[config.mk]
export PLATFORM = sky130hd
export DESIGN_NAME = bfly_dif_seq_flat
export DESIGN_NICKNAME = d
export VERILOG_FILES = /design/src/rtl/bfly_dif_seq_if.sv /design/src/rtl/bfly_dif_seq.sv /design/src/flat_wrapper.sv
export SDC_FILE = /design/constraint.sdc
export NUM_CORES = 1
export LEC_CHECK = 0
export CORE_AREA = 2 2 236 238
export CTS_CLUSTER_DIAMETER = 150
export DETAILED_ROUTE_END_ITERATION = 8
export DIE_AREA = 0 0 238 240
export DONT_BUFFER_PORTS = 1
export HOLD_SLACK_MARGIN = 0.12
export PLACE_DENSITY = 0.56
export SETUP_SLACK_MARGIN = 0.02
export SYNTH_ARGS = -nofsm -noshare
export SYNTH_HDL_FRONTEND = slang
export SYNTH_SLANG_ARGS = --single-unit
[constraint.sdc]
create_clock -name clk -period 9.95 [get_ports clk]
set_clock_uncertainty 0.1 [all_clocks]
set_input_delay 1.99 -clock clk [delete_from_list [all_inputs] [get_ports clk]]
set_output_delay 1.99 -clock clk [all_outputs]
set_load 0.005 [all_outputs]
[src/rtl/bfly_dif_seq_if.sv]
// Handshake and data bundle for the radix-2 DIF butterfly.
// The master side offers sample pairs plus twiddle and takes results;
// the slave side is the butterfly itself.
interface bfly_dif_seq_if #(
  parameter int DATA_W = 8,
  parameter int COEF_W = 8
);
  logic                     in_valid;
  logic                     in_ready;
  logic signed [DATA_W-1:0] xr0;
  logic signed [DATA_W-1:0] xi0;
  logic signed [DATA_W-1:0] xr1;
  logic signed [DATA_W-1:0] xi1;
  logic signed [COEF_W-1:0] wr;
  logic signed [COEF_W-1:0] wi;
  logic                     inv;
  logic                     out_valid;
  logic                     out_ready;
  logic signed [DATA_W-1:0] yr0;
  logic signed [DATA_W-1:0] yi0;
  logic signed [DATA_W-1:0] yr1;
  logic signed [DATA_W-1:0] yi1;
  logic                     ovf;

  modport master (
    output in_valid, xr0, xi0, xr1, xi1, wr, wi, inv, out_ready,
    input  in_ready, out_valid, yr0, yi0, yr1, yi1, ovf
  );

  modport slave (
    input  in_valid, xr0, xi0, xr1, xi1, wr, wi, inv, out_ready,
    output in_ready, out_valid, yr0, yi0, yr1, yi1, ovf
  );
endinterface

[src/rtl/bfly_dif_seq.sv]
// Pipelined radix-2 decimation-in-frequency butterfly.
//   y0 = scale(x0 + x1), y1 = scale((x0 - x1) * w'), w' = conj(w) when inv=1.
// Three register stages (sum/diff, products, round/saturate) share one
// advance enable so bubbles travel with the data and a stalled output
// freezes the whole pipe.
module bfly_dif_seq #(
  parameter int DATA_W = 8,
  parameter int COEF_W = 8,
  parameter int SCALE  = 0
) (
  input logic           clk,
  input logic           rst,
  bfly_dif_seq_if.slave bus
);

  // Sum/difference width, widened twiddle width, product and accumulate widths.
  localparam int S_W  = DATA_W + 1;
  localparam int W_W  = COEF_W + 1;
  localparam int P_W  = S_W + W_W;
  localparam int T_W  = P_W + 1;
  // Twiddle fraction bits: Q1.(COEF_W-2), so 2^FRAC represents 1.0.
  localparam int FRAC = COEF_W - 2;

  localparam logic signed [T_W:0] MAXV   = (T_W+1)'(2**(DATA_W-1) - 1);
  localparam logic signed [T_W:0] MINV   = (T_W+1)'(-(2**(DATA_W-1)));
  localparam logic signed [T_W:0] T_HALF = (T_W+1)'(2**(FRAC-1+SCALE));
  localparam logic signed [T_W:0] A_HALF = (T_W+1)'(SCALE);

  // Round half up, then drop the twiddle fraction plus the optional halving.
  function automatic logic signed [T_W:0] rnd_t(input logic signed [T_W-1:0] t);
    logic signed [T_W:0] s;
    s = (T_W+1)'(t) + T_HALF;
    return s >>> (FRAC + SCALE);
  endfunction

  // Round half up for the optional halving of the sum path.
  function automatic logic signed [T_W:0] rnd_a(input logic signed [S_W-1:0] a);
    logic signed [T_W:0] s;
    s = (T_W+1)'(a) + A_HALF;
    return s >>> SCALE;
  endfunction

  function automatic logic signed [DATA_W-1:0] sat(input logic signed [T_W:0] v);
    if (v > MAXV) return MAXV[DATA_W-1:0];
    if (v < MINV) return MINV[DATA_W-1:0];
    return v[DATA_W-1:0];
  endfunction

  function automatic logic clipped(input logic signed [T_W:0] v);
    return (v > MAXV) || (v < MINV);
  endfunction

  logic adv;
  logic vld_p0, vld_p1, vld_p2;

  logic signed [S_W-1:0] ar_c, ai_c, br_c, bi_c;
  logic signed [W_W-1:0] wr_c, wi_c, we_c;

  logic signed [S_W-1:0] ar_p0, ai_p0, br_p0, bi_p0;
  logic signed [W_W-1:0] wr_p0, we_p0;

  logic signed [P_W-1:0] p_brwr_p1, p_biwe_p1, p_brwe_p1, p_biwr_p1;
  logic signed [S_W-1:0] ar_p1, ai_p1;

  logic signed [T_W-1:0] tr_c, ti_c;
  logic signed [T_W:0]   yr0_w, yi0_w, yr1_w, yi1_w;
  logic                  clip_c;

  logic signed [DATA_W-1:0] yr0_p2, yi0_p2, yr1_p2, yi1_p2;
  logic                     ovf_q;

  // A free output slot (or one being drained) lets every stage move.
  assign adv          = !vld_p2 || bus.out_ready;
  assign bus.in_ready = adv;

  assign ar_c = S_W'(bus.xr0) + S_W'(bus.xr1);
  assign ai_c = S_W'(bus.xi0) + S_W'(bus.xi1);
  assign br_c = S_W'(bus.xr0) - S_W'(bus.xr1);
  assign bi_c = S_W'(bus.xi0) - S_W'(bus.xi1);
  assign wr_c = W_W'(bus.wr);
  assign wi_c = W_W'(bus.wi);
  // One extra bit keeps -(-2^(COEF_W-1)) exact.
  assign we_c = bus.inv ? -wi_c : wi_c;

  // Valid bits shift with the data; rst flushes every in-flight beat.
  always_ff @(posedge clk) begin
    if (rst) begin
      vld_p0 <= 1'b0;
      vld_p1 <= 1'b0;
      vld_p2 <= 1'b0;
    end else if (adv) begin
      vld_p0 <= bus.in_valid;
      vld_p1 <= vld_p0;
      vld_p2 <= vld_p1;
    end
  end

  // ---- Stage S1: sum/difference and conjugate-aware twiddle capture ----
  always_ff @(posedge clk) begin
    if (adv) begin
      ar_p0 <= ar_c;
      ai_p0 <= ai_c;
      br_p0 <= br_c;
      bi_p0 <= bi_c;
      wr_p0 <= wr_c;
      we_p0 <= we_c;
    end
  end

  // ---- Stage S2: four partial products, sum path delayed alongside ----
  always_ff @(posedge clk) begin
    if (adv) begin
      p_brwr_p1 <= P_W'(br_p0) * P_W'(wr_p0);
      p_biwe_p1 <= P_W'(bi_p0) * P_W'(we_p0);
      p_brwe_p1 <= P_W'(br_p0) * P_W'(we_p0);
      p_biwr_p1 <= P_W'(bi_p0) * P_W'(wr_p0);
      ar_p1     <= ar_p0;
      ai_p1     <= ai_p0;
    end
  end

  assign tr_c   = T_W'(p_brwr_p1) - T_W'(p_biwe_p1);
  assign ti_c   = T_W'(p_brwe_p1) + T_W'(p_biwr_p1);
  assign yr0_w  = rnd_a(ar_p1);
  assign yi0_w  = rnd_a(ai_p1);
  assign yr1_w  = rnd_t(tr_c);
  assign yi1_w  = rnd_t(ti_c);
  assign clip_c = clipped(yr0_w) | clipped(yi0_w) | clipped(yr1_w) | clipped(yi1_w);

  // ---- Stage S3: round, saturate and register outputs; sticky overflow ----
  // Only real beats load the outputs, so bubbles never disturb them or ovf.
  always_ff @(posedge clk) begin
    if (rst) begin
      yr0_p2 <= '0;
      yi0_p2 <= '0;
      yr1_p2 <= '0;
      yi1_p2 <= '0;
      ovf_q  <= 1'b0;
    end else if (adv && vld_p1) begin
      yr0_p2 <= sat(yr0_w);
      yi0_p2 <= sat(yi0_w);
      yr1_p2 <= sat(yr1_w);
      yi1_p2 <= sat(yi1_w);
      if (clip_c) ovf_q <= 1'b1;
    end
  end

  assign bus.out_valid = vld_p2;
  assign bus.yr0       = yr0_p2;
  assign bus.yi0       = yi0_p2;
  assign bus.yr1       = yr1_p2;
  assign bus.yi1       = yi1_p2;
  assign bus.ovf       = ovf_q;

endmodule

[src/flat_wrapper.sv]
// flat-port wrapper written by rule: the top's interface ports become plain ports
module bfly_dif_seq_flat 
#(
  parameter int DATA_W = 8,
  parameter int COEF_W = 8,
  parameter int SCALE  = 0
)
  (clk, rst, bus_in_valid, bus_xr0, bus_xi0, bus_xr1, bus_xi1, bus_wr, bus_wi, bus_inv, bus_out_ready, bus_in_ready, bus_out_valid, bus_yr0, bus_yi0, bus_yr1, bus_yi1, bus_ovf);
  bfly_dif_seq_if #(.DATA_W(DATA_W), .COEF_W(COEF_W)) bus_i ();
  input logic clk;
  input logic rst;
  input wire logic [$bits(bus_i.in_valid)-1:0] bus_in_valid;
  input wire logic [$bits(bus_i.xr0)-1:0] bus_xr0;
  input wire logic [$bits(bus_i.xi0)-1:0] bus_xi0;
  input wire logic [$bits(bus_i.xr1)-1:0] bus_xr1;
  input wire logic [$bits(bus_i.xi1)-1:0] bus_xi1;
  input wire logic [$bits(bus_i.wr)-1:0] bus_wr;
  input wire logic [$bits(bus_i.wi)-1:0] bus_wi;
  input wire logic [$bits(bus_i.inv)-1:0] bus_inv;
  input wire logic [$bits(bus_i.out_ready)-1:0] bus_out_ready;
  output wire logic [$bits(bus_i.in_ready)-1:0] bus_in_ready;
  output wire logic [$bits(bus_i.out_valid)-1:0] bus_out_valid;
  output wire logic [$bits(bus_i.yr0)-1:0] bus_yr0;
  output wire logic [$bits(bus_i.yi0)-1:0] bus_yi0;
  output wire logic [$bits(bus_i.yr1)-1:0] bus_yr1;
  output wire logic [$bits(bus_i.yi1)-1:0] bus_yi1;
  output wire logic [$bits(bus_i.ovf)-1:0] bus_ovf;
  assign bus_i.in_valid = bus_in_valid;
  assign bus_i.xr0 = bus_xr0;
  assign bus_i.xi0 = bus_xi0;
  assign bus_i.xr1 = bus_xr1;
  assign bus_i.xi1 = bus_xi1;
  assign bus_i.wr = bus_wr;
  assign bus_i.wi = bus_wi;
  assign bus_i.inv = bus_inv;
  assign bus_i.out_ready = bus_out_ready;
  assign bus_in_ready = bus_i.in_ready;
  assign bus_out_valid = bus_i.out_valid;
  assign bus_yr0 = bus_i.yr0;
  assign bus_yi0 = bus_i.yi0;
  assign bus_yr1 = bus_i.yr1;
  assign bus_yi1 = bus_i.yi1;
  assign bus_ovf = bus_i.ovf;
  bfly_dif_seq #(.DATA_W(DATA_W), .COEF_W(COEF_W), .SCALE(SCALE)) u_core (.clk(clk), .rst(rst), .bus(bus_i));
endmodule
==> reports/metrics.cfg <==
[worst_setup_path]
criticalPathCategory=reg -> reg
cp.arrival_ns=5.89
crit_path_frequent_cell=fa_1
r2r-start=u_core.br_p0[8]$_DFFE_PN_
critPathBufInv=1
end_kind=flop
crit_chain=nand2_1, fa_1, inv_1, fa_1, fa_1, fa_1, fa_1, ha_1, o21ai_0, a21boi_0, o21ai_0, a21boi_0, o2111ai_1, a31oi_1, xnor2_1
critPathTopFamily=adder cells
worst_setup_path_start_kind=flop
cp-startpoint=u_core.br_p0[8]$_DFFE_PN_
cp_max_fo=17
required_ns=10.05
path_depth=15
cp_slowest_stage_delay_ns=0.86
worst_r2r_path_depth=15
reg2reg_slack_ns=4.16
crit_slowest_cell=edfxtp_1

[sta]
hold_viol_final=0
slew-limit-headroom=0.316
fin_setup_tns_ns=0
finalSetupViolations=0
rsz0062_at_grt=no
maxSlewViolCount=0
period_minus_slack_ns=5.79
tightest_slew_ns=1.03
max_freq_mhz=173
finalCritPeriodShare=0.582

[synth]
syn_avg_cell_area_um2=9.85
netlist_instances=2078
ys.flop_type=edfxtp_1
synth_area_um2=20500
synth_cell_types=67
syn-num-nets=2636
yosys_warnings=0
synth_edf_count=139
synthArstFlopShare=0
ys_ff_latch=175
yosysSeqAreaShare=0.239

[die]
die_x_um=238
die_h_um=240
floorplan.initialDensity=0.374
row_count=86
die-area_um2=57100
core_um2=54700
io-pin-count=88

[clock_tree]
holdBufCountCts=0
path_clk_slew_ns=0.07
clock_sinks=175
clockBufferDepth=2
cts_tree=built
clk_latency_ns=0.47
cts-buffers-inserted=17
cts_root_buf=clkbuf_16
post_cts_buffers=0
cts_resized=0
cts-htree-levels=4

[drt]
top_layer=met5
wirelength_um=44600
drt-pass1-iter-count=6
wl_met3_um=2550
via_per_inst=4.96
drt_iter0_drc=708
ant_nets=0
drc=0
m1WireLength_um=20900
vias=13691
routedWlPerCell_um=16.1
wl_met2_um=20400

[cells_and_area]
final_area_um2=21800
final_common_cell=inv_1
drive_gt1_frac=0.0277
final_cell_mix=inv_1, fa_1, ha_1
nets=2604
num_antenna_cells=0
area_delta_synth_final_pct=6.37

[global_routing]
grt_pass1_wl_um=73200
antenna_found_initial=3
grt_max_degree=75
track_usage=0.164
overflow=0
grt_pass1_vias=13941

[placed_design]
place_area_um2=21200
place.gp.congestion=0.814
dp_hpwl_um=35100
io_buffers=0

[hold_path]
hold_class=reg -> reg
holdCritStartpoint=u_core.ai_p0[6]$_DFFE_PN_
hold_depth=0

[job]
drv_cap=0

[outcome]
outcome=complete, no violations

-- cell families (layout without fill, tap and decap cells) --
group	count (synthesis)	in the layout	share of synthesized area
AND/OR/NAND/NOR	569	569	0.136
adder cells (fa/ha/maj)	505	505	0.406
flip-flops	175	175	0.239
XOR/XNOR	111	111	0.0479
multiplexers	4	4	0.00208
buffers and inverters	460	441	0.0847
AO/OA/AOI/OAI	254	254	0.0836
-- per-layer routing --
metal | vias up | GRT usage
met5 | - | 0
met2 | 289 | 0.266
met1 | 6792 | 0.227
li1 | 6573 | -
met4 | 2 | 0.0367
met3 | 35 | 0.0342
-- cell type report --
cell class	count	area (um^2)
clock buffers	17	425
clock inverters	15	169
fillers	5389	32900
inverters	404	1520
multi-input cells	1443	13800
flip-flops and latches	175	4890
well taps	704	881
repair buffers	5	37.5
-- cell usage after synthesis, drive strengths merged, types with 6 or more instances --
library cell | instances | share of area
edfxtp | 139 | 0.20
and2 | 154 | 0.047
a21oi | 71 | 0.018
a31oi | 7 | 0.0029
clkbuf | 55 | 0.010
xnor2 | 91 | 0.039
xor2 | 20 | 0.0086
inv | 404 | 0.074
nand3 | 12 | 0.0029
fa | 266 | 0.26
o21ai | 57 | 0.014
nand2b | 26 | 0.0079
a21o | 19 | 0.0070
ha | 239 | 0.15
o21a | 11 | 0.0040
a21boi | 7 | 0.0026
a211oi | 22 | 0.0083
nor3 | 30 | 0.0073
nor2b | 14 | 0.0043
and3 | 11 | 0.0034
dfxtp | 36 | 0.035
o2111ai | 6 | 0.0026
or3 | 7 | 0.0024
o21bai | 10 | 0.0037
nor2 | 132 | 0.024
nand2 | 166 | 0.030
-- flip-flops by register name (all words and copies together), names as in the netlist --
name                  cells
u_core.ar_p0              8
u_core.bus.out_valid      1
u_core.vld_p1             1
u_core.bus.yr1            8
u_core.vld_p0             1
u_core.ar_p1              9
u_core.ai_p1              9
u_core.bus.yi0            8
u_core.br_p0              9
u_core.bus.ovf            1
u_core.bus.yi1            8
u_core.wr_p0              8
u_core.bi_p0              9
u_core.p_brwr_p1         17
u_core.p_biwr_p1         17
u_core.p_biwe_p1         18
u_core.ai_p0              8
u_core.p_brwe_p1         18
u_core.we_p0              9
u_core.bus.yr0            8
-- worst paths after layout --
path                                    end
max          u_core.p_brwe_p1[17]$_DFFE_PN_
min               u_core.ai_p1[6]$_DFFE_PN_
max reg2reg  u_core.p_brwe_p1[17]$_DFFE_PN_
min reg2reg       u_core.ai_p1[6]$_DFFE_PN_
-- through the flow --
step | hold WS, ns | utilization | setup WS [ns] | instances
4_1_cts | 0.321 | 0.398 | 4.23 | 2763
6_report | 0.322 | 0.398 | 4.16 | 2763
5_1_grt | 0.331 | 0.398 | 3.81 | 2763
2_1_floorplan | 0.300 | - | 1.83 | 2078
3_3_place_gp | 0.301 | 0.387 | 4.30 | 2731
3_5_place_dp | 0.305 | 0.387 | 4.27 | 2731
Power is not shown: default switching activity piles up to over one toggle a cycle in this logic, so the estimate is an artifact.
